### config.mk
export PLATFORM = sky130hd
export DESIGN_NAME = gfx_ctrl_flat
export DESIGN_NICKNAME = d
export VERILOG_FILES = /design/src/rtl/gfx_pkg.sv /design/src/rtl/gfx_ctrl_if.sv /design/src/rtl/btn_debounce.sv /design/src/rtl/gfx_ctrl.sv /design/src/flat_wrapper.sv
export SDC_FILE = /design/constraint.sdc
export NUM_CORES = 1
export LEC_CHECK = 0
export ABC_AREA = 1
export CAP_MARGIN = 20
export CORE_MARGIN = 4
export CORE_UTILIZATION = 35
export CTS_CLUSTER_DIAMETER = 60
export CTS_CLUSTER_SIZE = 8
export DETAILED_ROUTE_END_ITERATION = 8
export SLEW_MARGIN = 20
export SYNTH_ARGS = -nofsm -noshare
export SYNTH_HDL_FRONTEND = slang
export SYNTH_SLANG_ARGS = --single-unit
### constraint.sdc
create_clock -name clk -period 1.5 [get_ports clk]
set_input_delay 0.15 -clock clk [delete_from_list [all_inputs] [get_ports clk]]
set_output_delay 0.15 -clock clk [all_outputs]
set_load 0.005 [all_outputs]
### src/rtl/gfx_pkg.sv
// rtl/gfx_pkg.sv - shared palette indices, Q4.12 constant type and iteration normalisation
package gfx_pkg;

  localparam logic [1:0] PAL_GRAY  = 2'd0;
  localparam logic [1:0] PAL_FIRE  = 2'd1;
  localparam logic [1:0] PAL_OCEAN = 2'd2;
  localparam logic [1:0] PAL_INV   = 2'd3;

  localparam int Q_W = 16;
  typedef logic signed [Q_W-1:0] q4_12_t;

  // Bring an iteration count of any width onto an 8-bit scale: wide counts
  // keep their top byte, narrow counts are shifted up into the top bits.
  function automatic logic [7:0] iter_to_i8(input logic [31:0] iter, input int iter_w);
    logic [31:0] t;
    if (iter_w >= 8) t = iter >> (iter_w - 8);
    else             t = iter << (8 - iter_w);
    return t[7:0];
  endfunction

endpackage

### src/rtl/gfx_ctrl_if.sv
// rtl/gfx_ctrl_if.sv - pixel bus between timing/iteration core, colour stage and encoder
interface gfx_ctrl_if #(
  parameter int COORD_W = 16,
  parameter int ITER_W  = 8
);
  logic signed [COORD_W-1:0] i_x;
  logic signed [COORD_W-1:0] i_y;
  logic                      i_v_sync;
  logic [ITER_W-1:0]         i_iter;
  logic [7:0]                o_red;
  logic [7:0]                o_green;
  logic [7:0]                o_blue;

  modport master (
    output i_x, i_y, i_v_sync, i_iter,
    input  o_red, o_green, o_blue
  );

  modport slave (
    input  i_x, i_y, i_v_sync, i_iter,
    output o_red, o_green, o_blue
  );
endinterface

### src/rtl/btn_debounce.sv
// rtl/btn_debounce.sv - two-flop synchroniser, stability counter and press pulse for one button
module btn_debounce #(
  parameter int DEBOUNCE_CYC = 250000
) (
  input  logic clk,
  input  logic rst,
  input  logic i_btn,
  output logic o_press
);

  localparam int CNT_W = (DEBOUNCE_CYC < 1) ? 1 : $clog2(DEBOUNCE_CYC + 1);
  localparam logic [CNT_W-1:0] CNT_LAST = CNT_W'(DEBOUNCE_CYC - 1);

  logic             sync1;
  logic             sync2;
  logic             level;
  logic [CNT_W-1:0] cnt;

  // Synchronise, then flip the debounced level only after the synchronised
  // input has differed from it for DEBOUNCE_CYC consecutive cycles; any
  // agreement in between restarts the count. Rising flips emit one pulse.
  always_ff @(posedge clk) begin
    if (rst) begin
      sync1   <= 1'b0;
      sync2   <= 1'b0;
      level   <= 1'b0;
      cnt     <= '0;
      o_press <= 1'b0;
    end else begin
      sync1   <= i_btn;
      sync2   <= sync1;
      o_press <= 1'b0;
      if (sync2 != level) begin
        if (cnt == CNT_LAST) begin
          level   <= sync2;
          cnt     <= '0;
          o_press <= sync2;
        end else begin
          cnt <= cnt + CNT_W'(1);
        end
      end else begin
        cnt <= '0;
      end
    end
  end

endmodule

### src/rtl/gfx_ctrl.sv
// rtl/gfx_ctrl.sv - button-driven shadow registers committed at vsync and iteration-to-RGB palette pipeline
module gfx_ctrl
  import gfx_pkg::*;
#(
  parameter int COORD_W      = 16,
  parameter int H_RES        = 1280,
  parameter int V_RES        = 720,
  parameter int N_BTN        = 3,
  parameter int ITER_W       = 8,
  parameter int DEBOUNCE_CYC = 250000,
  parameter int C_STEP       = 64,
  parameter int C_MIN        = -8192,
  parameter int C_MAX        = 8191,
  parameter int C_RE_INIT    = -3277,
  parameter int C_IM_INIT    = 2785
) (
  input  logic             clk,
  input  logic             rst,
  gfx_ctrl_if.slave        pix,
  input  logic [N_BTN-1:0] i_btn,
  output q4_12_t           o_c_re,
  output q4_12_t           o_c_im,
  output logic [1:0]       o_pal,
  output logic [15:0]      o_frame_cnt
);

  localparam int SUM_W = Q_W + 2;
  localparam logic signed [SUM_W-1:0]   C_STEP_S = SUM_W'(C_STEP);
  localparam logic signed [SUM_W-1:0]   C_MAX_S  = SUM_W'(C_MAX);
  localparam q4_12_t                    C_MIN_Q  = Q_W'(C_MIN);
  localparam q4_12_t                    C_RE_RST = Q_W'(C_RE_INIT);
  localparam q4_12_t                    C_IM_RST = Q_W'(C_IM_INIT);
  localparam logic signed [COORD_W-1:0] H_LIM    = COORD_W'(H_RES);
  localparam logic signed [COORD_W-1:0] V_LIM    = COORD_W'(V_RES);

  // One step up the Julia-constant ladder; overshooting the ceiling wraps to the floor.
  function automatic q4_12_t c_next(input q4_12_t c);
    logic signed [SUM_W-1:0] s;
    s = {{2{c[Q_W-1]}}, c} + C_STEP_S;
    if (s > C_MAX_S) return C_MIN_Q;
    return s[Q_W-1:0];
  endfunction

  logic [N_BTN-1:0] press;

  genvar gi;
  generate
    for (gi = 0; gi < N_BTN; gi++) begin : g_btn
      btn_debounce #(.DEBOUNCE_CYC(DEBOUNCE_CYC)) u_db (
        .clk     (clk),
        .rst     (rst),
        .i_btn   (i_btn[gi]),
        .o_press (press[gi])
      );
    end
  endgenerate

  logic        vs_q;
  logic        vs_edge;
  logic [1:0]  pal_pend;
  logic [1:0]  pal_act;
  q4_12_t      c_re_pend;
  q4_12_t      c_re_act;
  q4_12_t      c_im_pend;
  q4_12_t      c_im_act;
  logic [15:0] frame_cnt;

  assign vs_edge = pix.i_v_sync & ~vs_q;

  // Presses edit the pending copies; vsync copies pending to active. Both use
  // pre-edge values, so a press in the commit cycle waits for the next frame.
  always_ff @(posedge clk) begin
    if (rst) begin
      vs_q      <= 1'b0;
      pal_pend  <= PAL_GRAY;
      pal_act   <= PAL_GRAY;
      c_re_pend <= C_RE_RST;
      c_re_act  <= C_RE_RST;
      c_im_pend <= C_IM_RST;
      c_im_act  <= C_IM_RST;
      frame_cnt <= '0;
    end else begin
      vs_q <= pix.i_v_sync;
      if (press[0]) pal_pend  <= pal_pend + 2'd1;
      if (press[1]) c_re_pend <= c_next(c_re_pend);
      if (press[2]) c_im_pend <= c_next(c_im_pend);
      if (vs_edge) begin
        pal_act   <= pal_pend;
        c_re_act  <= c_re_pend;
        c_im_act  <= c_im_pend;
        frame_cnt <= frame_cnt + 16'd1;
      end
    end
  end

  assign o_pal       = pal_act;
  assign o_c_re      = c_re_act;
  assign o_c_im      = c_im_act;
  assign o_frame_cnt = frame_cnt;

  logic signed [COORD_W-1:0] x_s;
  logic signed [COORD_W-1:0] y_s;
  logic [ITER_W-1:0]         iter_s;
  logic                      blank;

  assign x_s    = pix.i_x;
  assign y_s    = pix.i_y;
  assign iter_s = pix.i_iter;
  assign blank  = (&iter_s) | x_s[COORD_W-1] | (x_s >= H_LIM)
                             | y_s[COORD_W-1] | (y_s >= V_LIM);

  logic [7:0] i8_q;
  logic       blank_q;
  logic [1:0] pal_q;

  // Stage 1: normalise the count, flag blanked pixels, capture the palette in use.
  always_ff @(posedge clk) begin
    if (rst) begin
      i8_q    <= '0;
      blank_q <= 1'b0;
      pal_q   <= PAL_GRAY;
    end else begin
      i8_q    <= iter_to_i8(32'(iter_s), ITER_W);
      blank_q <= blank;
      pal_q   <= pal_act;
    end
  end

  logic [7:0] r_n;
  logic [7:0] g_n;
  logic [7:0] b_n;

  // Palette lookup; fire doubles the lower half into red and the upper half into green.
  always_comb begin
    r_n = '0;
    g_n = '0;
    b_n = '0;
    case (pal_q)
      PAL_GRAY: begin
        r_n = i8_q;
        g_n = i8_q;
        b_n = i8_q;
      end
      PAL_FIRE: begin
        r_n = i8_q[7] ? 8'hFF : {i8_q[6:0], 1'b0};
        g_n = i8_q[7] ? {i8_q[6:0], 1'b0} : 8'h00;
      end
      PAL_OCEAN: begin
        g_n = i8_q;
        b_n = 8'hFF - {1'b0, i8_q[7:1]};
      end
      default: begin
        r_n = ~i8_q;
        g_n = ~i8_q;
        b_n = ~i8_q;
      end
    endcase
    if (blank_q) begin
      r_n = '0;
      g_n = '0;
      b_n = '0;
    end
  end

  // Stage 2: register the colour towards the encoder.
  always_ff @(posedge clk) begin
    if (rst) begin
      pix.o_red   <= '0;
      pix.o_green <= '0;
      pix.o_blue  <= '0;
    end else begin
      pix.o_red   <= r_n;
      pix.o_green <= g_n;
      pix.o_blue  <= b_n;
    end
  end

endmodule

### src/flat_wrapper.sv
// flat-port wrapper written by rule: the top's interface ports become plain ports
module gfx_ctrl_flat import gfx_pkg::*;
#(
  parameter int COORD_W      = 16,
  parameter int H_RES        = 1280,
  parameter int V_RES        = 720,
  parameter int N_BTN        = 3,
  parameter int ITER_W       = 8,
  parameter int DEBOUNCE_CYC = 250000,
  parameter int C_STEP       = 64,
  parameter int C_MIN        = -8192,
  parameter int C_MAX        = 8191,
  parameter int C_RE_INIT    = -3277,
  parameter int C_IM_INIT    = 2785
)
  (clk, rst, i_btn, o_c_re, o_c_im, o_pal, o_frame_cnt, pix_i_x, pix_i_y, pix_i_v_sync, pix_i_iter, pix_o_red, pix_o_green, pix_o_blue);
  gfx_ctrl_if #(.COORD_W(COORD_W), .ITER_W(ITER_W)) pix_i ();
  input  logic clk;
  input  logic rst;
  input  logic [N_BTN-1:0] i_btn;
  output q4_12_t o_c_re;
  output q4_12_t o_c_im;
  output logic [1:0] o_pal;
  output logic [15:0] o_frame_cnt;
  input wire logic [$bits(pix_i.i_x)-1:0] pix_i_x;
  input wire logic [$bits(pix_i.i_y)-1:0] pix_i_y;
  input wire logic [$bits(pix_i.i_v_sync)-1:0] pix_i_v_sync;
  input wire logic [$bits(pix_i.i_iter)-1:0] pix_i_iter;
  output wire logic [$bits(pix_i.o_red)-1:0] pix_o_red;
  output wire logic [$bits(pix_i.o_green)-1:0] pix_o_green;
  output wire logic [$bits(pix_i.o_blue)-1:0] pix_o_blue;
  assign pix_i.i_x = pix_i_x;
  assign pix_i.i_y = pix_i_y;
  assign pix_i.i_v_sync = pix_i_v_sync;
  assign pix_i.i_iter = pix_i_iter;
  assign pix_o_red = pix_i.o_red;
  assign pix_o_green = pix_i.o_green;
  assign pix_o_blue = pix_i.o_blue;
  gfx_ctrl #(.COORD_W(COORD_W), .H_RES(H_RES), .V_RES(V_RES), .N_BTN(N_BTN), .ITER_W(ITER_W), .DEBOUNCE_CYC(DEBOUNCE_CYC), .C_STEP(C_STEP), .C_MIN(C_MIN), .C_MAX(C_MAX), .C_RE_INIT(C_RE_INIT), .C_IM_INIT(C_IM_INIT)) u_core (.clk(clk), .rst(rst), .pix(pix_i), .i_btn(i_btn), .o_c_re(o_c_re), .o_c_im(o_c_im), .o_pal(o_pal), .o_frame_cnt(o_frame_cnt));
endmodule
==> impl_metrics.tcl <==
set metrics [dict create \
    drt-initial-drc-count 374 \
    die_w_um 152.7 \
    fin_crit_sh_pct 97.25 \
    cts_inserted_buffers 17 \
    synth.avg_cell_area_um2 7.197 \
    worst_setup_hold_path_clk_slew_ns 0.07 \
    cp_max_fo 2 \
    cpMaxStageDelayCell "sky130_fd_sc_hd__clkdlybuf4s50_1" \
    std_cell_rows 52 \
    status "completed" \
    synth.lib_cells_used.distinct 38 \
    finalMaxSlewViolations 0 \
    htree_levels 4 \
    detail_route.wl_per_cell_um 11.58 \
    synth.yosys.warnings 0 \
    insertedDiodeCount 0 \
    cellPowerDensity_mw_per_mm2 927.5 \
    clock_root_buffer_master "sky130_fd_sc_hd__clkbuf_16" \
    number_of_clock_sinks 166 \
    die-height_um 152.7 \
    ant_nets 0 \
    totalWireLength_mm 16.99 \
    max_cap_violations 0 \
    finish.cell_count_without_fillers 1468 \
    firstDrtPassIters 4 \
    cp_data_required_time_ns 1.35 \
    whs_ns 0.02833 \
    nFillCells 2043 \
    fp.dieArea_mm2 0.02331 \
    ios 120 \
    dr_total_vias 6717 \
    crit_path_end_kind "primary output" \
    ys.flop_type "sky130_fd_sc_hd__dfxtp_1" \
    max_stage_delay_ns 0.52 \
    first_global_vias 6289 \
    initial_utilization_pct 35.86 \
    overflow 0 \
    post_route_cells_drive_above_1_share_pct 17.70 \
    number_of_nets_in_the_layout 1239 \
    pnr_worst_setup_slack_ns 0.04127 \
    worst_clock_skew_ns 0.008283 \
    path_buf_inv 1 \
    syn2layout_area_growth_pct 36.71 \
    cts_hold_repair.buffers 0 \
    synth_async_sr_flop_share_pct 0 \
    final_period_minus_worst_setup_slack_ns 1.459 \
    wire_length_of_the_first_global_routing_pass_mm 28.62 \
    area_taken_by_multi_input_logic_gates_mm2 0.003587 \
    grt_util_all_layers_pct 14.34 \
    clock_insertion_delay_worst_skew_ns 0.42 \
    cts.path.max_buffers 2 \
    synth_cells 1018 \
    report.power.total_mw 9.291 \
    initial_antenna_violation_count 0 \
    hold_violation_count_in_the_final_report 0 \
    synth_enable_flop_cells 0 \
    fmax_mhz 685.5 \
    final-seq-area_mm2 0.003381 \
    crit_path_cell_chain "clkdlybuf4s50_1" \
    grt_max_degree 35 \
    synth_sequential_area_ratio_pct 45.36 \
    cpLargestDelayFamily "buffers and inverters" \
    gpl.final_weighted_congestion 0.8301 \
    rsz_0062_raised_after_global_routing "yes" \
    core_region_area_mm2 0.02043 \
    cp_launch_type "register" \
    mappedNetlistArea_mm2 0.007327 \
    place.detailed.hpwl_mm 12.29 \
    cts_tree "yes" \
    place_inst 1424 \
    worst-setup-path-type "reg -> out" \
    finalSetupViolCount 0 \
    vdd_drop_max_uv 698.8 \
    leakagePower_nw 4.067 \
    dp_slack_ns -0.07803 \
    number_of_remaining_drc_errors 0 \
    timing.critical_path.arrival_ns 1.31 \
    number_of_register_bits_inferred_by_synthesis 166 \
    viasPerCell 4.576 \
    worst_hold_path_type "in -> reg" \
    port_buffers 101 \
]
## path summary, 6_finish.rpt
path	slack, ns	cells after the start	endpoint	start
max	0.04	1	o_c_im[6]	u_core.o_c_im[6]
min	0.03	2	u_core.g_btn[1].u_db.sync1	rst
max reg2reg	0.06	9	u_core.c_im_pend[10]	u_core.c_im_pend[7]
min reg2reg	0.41	2	u_core.g_btn[2].u_db.sync2	u_core.g_btn[2].u_db.sync1
## routing by layer
layer	global-route usage [%]	share of wire (%)	vias to the layer above	wire length (um)
met4	4.964	1.5	0	248
met1	19.04	49	3007	8365
met5	0	0	-	0
met3	2.726	3.4	20	572
met2	23.46	46	120	7807
li1	-	-	3570	-
## kinds of logic (layout without fill, tap and decap cells)
kind of cell             count (synthesis)  count (layout)  share of synthesized area (%)
AO/OA/AOI/OAI                          133             133                          9.478
XOR/XNOR                                29              29                          3.467
adder cells (fa/ha/maj)                  8               8                          1.366
buffers and inverters                  166             340                          9.324
flip-flops                             166             166                          45.36
other                                    1               6                        0.05118
AND/OR/NAND/NOR                        515             516                          30.96
## placed cells by master (no fill, tap or decap), drive strengths merged, types with 5 or more instances in the layout
master and n:
clkdlybuf4s50 95, a21oi 74, dfxtp 166, nand2 209, clkinv 7, nor4 6
nor2 176, clkbuf 19, xor2 20, clkinvlp 5, o21ai 48, nand4 27
or2 9, xnor2 9, ha 8, conb 6, buf 73, inv 135
nand3 55, nor3 29
## report_power, final
part	internal (mW)	switching, mW
logic	0.314	0.276
clock network	2.33	1.82
registers	4.49	0.0566
total	7.14	2.15
## area by class of cell
cell class / count / share of cell area, %
well taps: 270 / 3.372
flip-flops and latches: 166 / 33.75
inverters: 134 / 5.021
clock buffers: 18 / 4.384
repair buffers: 174 / 16.40
multi-input cells: 692 / 35.81
clock inverters: 14 / 1.262
## stage by stage
step	utilization [%]	setup TNS, ns	cell area (um^2)
CTS	47.44	-0.02151	9692
global placement	44.24	-0.2675	9037
finish	49.03	0	10020
global route	49.03	-0.3046	10020
detailed placement	44.24	-0.3277	9037
floorplan	-	0	7346
## sequential cells by signal (all words and copies together) (netlist names)
| name | cells |
|---|---|
| u_core.pal_pend | 2 |
| u_core.blank_q | 1 |
| u_core.o_c_re | 11 |
| u_core.g_btn.u_db.level | 3 |
| u_core.pix.o_red | 8 |
| u_core.c_re_pend | 11 |
| u_core.vs_q | 1 |
| u_core.i8_q | 8 |
| u_core.o_pal | 2 |
| u_core.pal_q | 2 |
| u_core.pix.o_green | 8 |
| u_core.g_btn.u_db.cnt | 54 |
| u_core.c_im_pend | 11 |
| u_core.pix.o_blue | 8 |
| u_core.o_c_im | 11 |
| u_core.g_btn.u_db.sync1 | 3 |
| u_core.g_btn.u_db.o_press | 3 |
| u_core.g_btn.u_db.sync2 | 3 |
| u_core.o_frame_cnt | 16 |
## synthesized netlist by cell type, types with 4 or more instances
| cell type | count | area, um^2 |
|---|---|---|
| sky130_fd_sc_hd__nand2_1 | 200 | 750.7 |
| sky130_fd_sc_hd__dfxtp_1 | 166 | 3323 |
| sky130_fd_sc_hd__nor2_1 | 161 | 604.3 |
| sky130_fd_sc_hd__inv_1 | 132 | 495.5 |
| sky130_fd_sc_hd__a21oi_1 | 74 | 370.4 |
| sky130_fd_sc_hd__nand3_1 | 52 | 260.3 |
| sky130_fd_sc_hd__o21ai_0 | 48 | 240.2 |
| sky130_fd_sc_hd__nand4_1 | 27 | 168.9 |
| sky130_fd_sc_hd__nor3_1 | 26 | 130.1 |
| sky130_fd_sc_hd__xor2_1 | 20 | 175.2 |
| sky130_fd_sc_hd__buf_4 | 14 | 105.1 |
| sky130_fd_sc_hd__clkbuf_1 | 12 | 45.04 |
| sky130_fd_sc_hd__nor2_2 | 12 | 75.07 |
| sky130_fd_sc_hd__xnor2_1 | 9 | 78.83 |
| sky130_fd_sc_hd__ha_1 | 8 | 100.1 |
| sky130_fd_sc_hd__nand2_2 | 7 | 43.79 |
| sky130_fd_sc_hd__nor4_1 | 6 | 37.54 |
| sky130_fd_sc_hd__buf_1 | 5 | 18.77 |
| sky130_fd_sc_hd__or2_2 | 5 | 31.28 |
| sky130_fd_sc_hd__or2_0 | 4 | 25.02 |
## repair_timing
| action | CTS | global route |
|---|---|---|
| buffers inserted | 4 | 6 |
| pin swaps | 4 | 23 |
| gates resized for setup | 27 | 77 |
| endpoints found under the setup margin | 30 | 93 |
| cloned | 0 | 2 |
(Power assumes the default switching activity.)
